File: config.mk
export PLATFORM = sky130hd
export DESIGN_NAME = vend_ctrl_param_flat
export DESIGN_NICKNAME = d
export VERILOG_FILES = /design/src/rtl/vend_ctrl_param_if.sv /design/src/rtl/vend_ctrl_param.sv /design/src/flat_wrapper.sv
export SDC_FILE = /design/constraint.sdc
export NUM_CORES = 1
export LEC_CHECK = 0
export BUFFER_PORTS_ARGS = -buffer_cell sky130_fd_sc_hd__buf_2
export CAP_MARGIN = 30
export CORE_MARGIN = 1
export CORE_UTILIZATION = 40
export DETAILED_ROUTE_END_ITERATION = 7
export PLACE_DENSITY = 0.61
export SLEW_MARGIN = 20
export SYNTH_ARGS = -nofsm -noshare
export SYNTH_HDL_FRONTEND = slang
export SYNTH_SLANG_ARGS = --single-unit
File: constraint.sdc
create_clock -name clk -period 6.7 [get_ports clk]
set_input_delay 0.67 -clock clk [delete_from_list [all_inputs] [get_ports clk]]
set_output_delay 0.67 -clock clk [all_outputs]
set_load 0.005 [all_outputs]
File: src/rtl/vend_ctrl_param_if.sv
// vend_ctrl_param_if: coin-acceptor / dispenser / hopper signal bundle for vend_ctrl_param
interface vend_ctrl_param_if #(parameter int CW = 4);
  logic coin_5;
  logic coin_10;
  logic coin_20;
  logic cancel;
  logic dispense;
  logic change_5;
  logic change_10;
  logic coin_reject;
  logic [CW-1:0] credit;
  logic busy;
  modport master (
    output coin_5, coin_10, coin_20, cancel,
    input  dispense, change_5, change_10, coin_reject, credit, busy
  );
  modport slave (
    input  coin_5, coin_10, coin_20, cancel,
    output dispense, change_5, change_10, coin_reject, credit, busy
  );
endinterface

File: src/rtl/vend_ctrl_param.sv
// vend_ctrl_param: parametrised vending controller, accumulates credit, dispenses, pays change largest coin first
module vend_ctrl_param #(
  parameter int PRICE = 3,
  parameter int CW = 4
) (
  input logic clk,
  input logic rst,
  vend_ctrl_param_if.slave bus
);
  typedef enum logic [1:0] {IDLE, DISPENSE, CHANGE} state_t;
  localparam logic [CW:0] PRICE_W = (CW+1)'(PRICE);
  localparam logic [CW-1:0] PRICE_N = CW'(PRICE);
  state_t r_state;
  logic [CW-1:0] r_credit;
  logic r_dispense, r_change_5, r_change_10, r_coin_reject;
  logic w_any_coin, w_multi, w_over, w_two, w_reject;
  logic [CW:0] w_add, w_sum;
  logic [CW-1:0] w_rem, w_credit_dec;
  assign w_any_coin = bus.coin_5 | bus.coin_10 | bus.coin_20;
  assign w_multi = (bus.coin_5 & bus.coin_10) | (bus.coin_5 & bus.coin_20) | (bus.coin_10 & bus.coin_20);
  assign w_add = bus.coin_20 ? (CW+1)'(4) : bus.coin_10 ? (CW+1)'(2) : (CW+1)'(1);
  assign w_sum = {1'b0, r_credit} + w_add;
  // the sum only overflows the credit register when its extra top bit is set
  assign w_over = w_sum[CW];
  assign w_rem = w_sum[CW-1:0] - PRICE_N;
  assign w_two = r_credit[CW-1:1] != '0;
  assign w_credit_dec = r_credit - (w_two ? CW'(2) : CW'(1));
  assign w_reject = (r_state != IDLE || bus.cancel) ? w_any_coin : (w_multi | (w_any_coin & w_over));
  always_ff @(posedge clk) begin
    if (rst) begin
      r_state <= IDLE;
      r_credit <= '0;
      r_dispense <= 1'b0;
      r_change_5 <= 1'b0;
      r_change_10 <= 1'b0;
      r_coin_reject <= 1'b0;
    end else begin
      r_dispense <= 1'b0;
      r_change_5 <= 1'b0;
      r_change_10 <= 1'b0;
      r_coin_reject <= w_reject;
      case (r_state)
        IDLE: begin
          if (bus.cancel) begin
            if (r_credit != '0) r_state <= CHANGE;
          end else if (w_any_coin && !w_multi && !w_over) begin
            if (w_sum >= PRICE_W) begin
              r_credit <= w_rem;
              r_dispense <= 1'b1;
              r_state <= DISPENSE;
            end else begin
              r_credit <= w_sum[CW-1:0];
            end
          end
        end
        DISPENSE: r_state <= (r_credit != '0) ? CHANGE : IDLE;
        CHANGE: begin
          r_change_10 <= w_two;
          r_change_5 <= ~w_two;
          r_credit <= w_credit_dec;
          if (w_credit_dec == '0) r_state <= IDLE;
        end
        default: r_state <= IDLE;
      endcase
    end
  end
  assign bus.dispense = r_dispense;
  assign bus.change_5 = r_change_5;
  assign bus.change_10 = r_change_10;
  assign bus.coin_reject = r_coin_reject;
  assign bus.credit = r_credit;
  assign bus.busy = r_state != IDLE;
endmodule

File: src/flat_wrapper.sv
// flat-port wrapper written by rule: the top's interface ports become plain ports
module vend_ctrl_param_flat 
#(
  parameter int PRICE = 3,
  parameter int CW = 4
)
  (clk, rst, bus_coin_5, bus_coin_10, bus_coin_20, bus_cancel, bus_dispense, bus_change_5, bus_change_10, bus_coin_reject, bus_credit, bus_busy);
  vend_ctrl_param_if #(.CW(CW)) bus_i ();
  input logic clk;
  input logic rst;
  input wire logic [$bits(bus_i.coin_5)-1:0] bus_coin_5;
  input wire logic [$bits(bus_i.coin_10)-1:0] bus_coin_10;
  input wire logic [$bits(bus_i.coin_20)-1:0] bus_coin_20;
  input wire logic [$bits(bus_i.cancel)-1:0] bus_cancel;
  output wire logic [$bits(bus_i.dispense)-1:0] bus_dispense;
  output wire logic [$bits(bus_i.change_5)-1:0] bus_change_5;
  output wire logic [$bits(bus_i.change_10)-1:0] bus_change_10;
  output wire logic [$bits(bus_i.coin_reject)-1:0] bus_coin_reject;
  output wire logic [$bits(bus_i.credit)-1:0] bus_credit;
  output wire logic [$bits(bus_i.busy)-1:0] bus_busy;
  assign bus_i.coin_5 = bus_coin_5;
  assign bus_i.coin_10 = bus_coin_10;
  assign bus_i.coin_20 = bus_coin_20;
  assign bus_i.cancel = bus_cancel;
  assign bus_dispense = bus_i.dispense;
  assign bus_change_5 = bus_i.change_5;
  assign bus_change_10 = bus_i.change_10;
  assign bus_coin_reject = bus_i.coin_reject;
  assign bus_credit = bus_i.credit;
  assign bus_busy = bus_i.busy;
  vend_ctrl_param #(.PRICE(PRICE), .CW(CW)) u_core (.clk(clk), .rst(rst), .bus(bus_i));
endmodule
==> impl_metrics.yaml <==
synthesis:
  ys_top_cells_by_area: "dfxtp_1 (24%), ha_1 (9.1%), xor2_1 (5.3%)"
  synth_most_common_cell: "dfxtp_1"
  synth.distinct_cells: 36
  yosys_warnings: 0
  synth-compound-area-share_pct: 26.4
  synth.top_cell.area_share_pct: 24.2
  ys_seq_area_share_pct: 24.2
  syn_nets: 112
  synth_edf_count: 0
  synthAdderAreaFrac_pct: 15.2
  synth_seq_cells: 10
  syn_area_um2: 826
  yosys-top-cells-count: "dfxtp_1 (10), inv_1 (9), nor2_1 (9)"
  async_flop_share_pct: 0
  synth_xor_area_share_pct: 6.36
  syn_inst: 98
  synth_ff_type: "dfxtp_1"
  synthSimpleGateAreaFrac_pct: 16.8
  yosys.area.top_type: "dfxtp_1"
  avgSynthCellArea_um2: 8.43
  synthMuxAreaShare_pct: 2.58
  synth_top_family_by_area: "compound AO/OA/AOI/OAI gates"
sta:
  tightestPinTransition_ps: 638
  setup-violations-final: 0
  timing.fmax_ghz: 0.336
  fin_crit_sh_pct: 44.4
  finClkSkew_ps: 7.76
  hold_ws_ps: 608
  setup_tns_ps: 0
  rsz0062_at_grt: "false"
  relSlewSlack_pct: 57.4
  report.final.slew_viol_count: 0
  min_period_ps: 2980
  layout_setup_ws_ps: 3720
  hold_viol: 0
clock_tree:
  path_clk_slew_ps: 70
  post_cts_resized: 0
  cts_sinks: 10
  htreeDepth: 1
  clock_latency_ps: 270
  numCtsBuffers: 3
  cts_setup_buffers: 0
  cts-root-buf: "clkbuf_4"
  cts_tree: "yes"
  cts_buffer_depth: 2
  hold_buffers: 0
placement:
  port_buffers: 14
  routabilityCongestion: 0.860
  place_ws_ps: 3510
  place_inst: 137
  hpwl_um: 1410
detailed_routing:
  num_vias: 757
  drcViolationCount: 0
  wl_per_cell_um: 12.6
  wl_um: 1770
  vias_per_cell: 5.37
  ant_nets: 0
  dr.pass1.iters: 4
  drtIter0Drc: 18
outcome:
  status: "finished clean"
floorplanning:
  start_util_pct: 42.5
  fp.dieW_um: 47.4
  coreArea_um2: 1940
  dieArea_um2: 2250
  row_count: 16
  num_io_pins: 15
  die_h_um: 47.4
pwr:
  total_power_mw: 0.367
  p_leak_nw: 0.457
  power_density_nw_per_um2: 395
  ir_worst_vdd_uv: 138
grt:
  antenna_found_initial: 0
  grt_pass1_vias: 649
  grt_use_total_pct: 18.7
  grt_max_degree: 12
  overflow: 0
  grt_pass1_wl_um: 2860
final_layout:
  fin_nets: 129
  diodes: 0
  fin_cells: 141
  drive_gt1_share_pct: 18.4
  area_growth_pct: 12.6
setup_path:
  crit_path_start_kind: "input pin"
  end_kind: "flip-flop"
  path_max_fanout: 6
  cp_data_required_time_ps: 6840
  cp_data_arrival_time_ps: 3120
  crit_type: "input pin to flip-flop"
worst_hold_path:
  hp-class: "flip-flop to flip-flop"
run:
  maxCapViolCount: 0
-- through the flow --
step / area, um^2 / util [%]
final: 930 / 47.9
after global routing: 930 / 47.9
after CTS: 930 / 47.9
after detailed placement: 893 / 46.0
after global placement: 893 / 46.0
after floorplan: 826 / -
-- state kept, by name, summed over array words and instances, names as in the netlist --
signal	count
u_core.bus.coin_reject	1
u_core.bus.dispense	1
u_core.bus.change_5	1
u_core.bus.credit	4
u_core.bus.change_10	1
u_core.r_state	2
-- routing by layer --
metal | routed length, um | vias to the layer above | global-route usage (%)
li1 | - | 399 | -
met1 | 915 | 342 | 25.7
met2 | 761 | 11 | 27.4
met3 | 38 | 5 | 1.51
met4 | 55 | 0 | 13.1
met5 | 0 | - | 0
-- layout by cell type (no fill, tap or decap), types with 3 or more instances in the layout --
cell and count:
buf_2 14, dfxtp_1 10, nor2_1 9, inv_1 9, a21oi_1 6, nand2_1 6
ha_1 6, xor2_1 5, a31oi_1 5, o21ai_0 4, a21o_1 3, nor3_1 3
a311oi_1 3, clkbuf_4 3
-- critical path, cell delays in order --
cell and delay [ps]:
buf_2 140, nor2_1 50, ha_1 200, fa_1 500, a2111oi_1 430, a31oi_1 130
a2111oi_2 650, mux2i_1 250, a31oi_1 100
-- layout make-up --
| class | instances | area, um^2 |
|---|---|---|
| flip-flops and latches | 10 | 200 |
| well taps | 27 | 33.8 |
| repair buffers | 14 | 70.1 |
| fillers | 209 | 1010 |
| inverters | 9 | 33.8 |
| clock buffers | 4 | 36.3 |
| multi-input cells | 77 | 556 |
-- cell families after synthesis --
family | after synthesis
AO/OA/AOI/OAI | 31
AND/OR/NAND/NOR | 29
buffers and inverters | 11
flip-flops | 10
adder cells (fa/ha/maj) | 9
XOR/XNOR | 6
multiplexers | 2
-- power breakdown --
part / leakage, nW / switching (mW) / internal, mW
registers: 0.0819 / 0.0188 / 0.0716
logic: 0.354 / 0.127 / 0.0949
clock network: 0.0210 / 0.0220 / 0.0330
total: 0.457 / 0.168 / 0.199
-- path summary, 6_finish.rpt --
kind,from,endpoint,slack (ps),cells past startpoint
max reg2reg,u_core.bus.credit[0],u_core.bus.credit[1],3910,7
min reg2reg,u_core.bus.credit[2],u_core.bus.credit[2],610,2
min,u_core.bus.credit[2],u_core.bus.credit[2],610,2
max,bus_coin_20,u_core.bus.credit[1],3720,9
(Power assumes the default switching activity.)
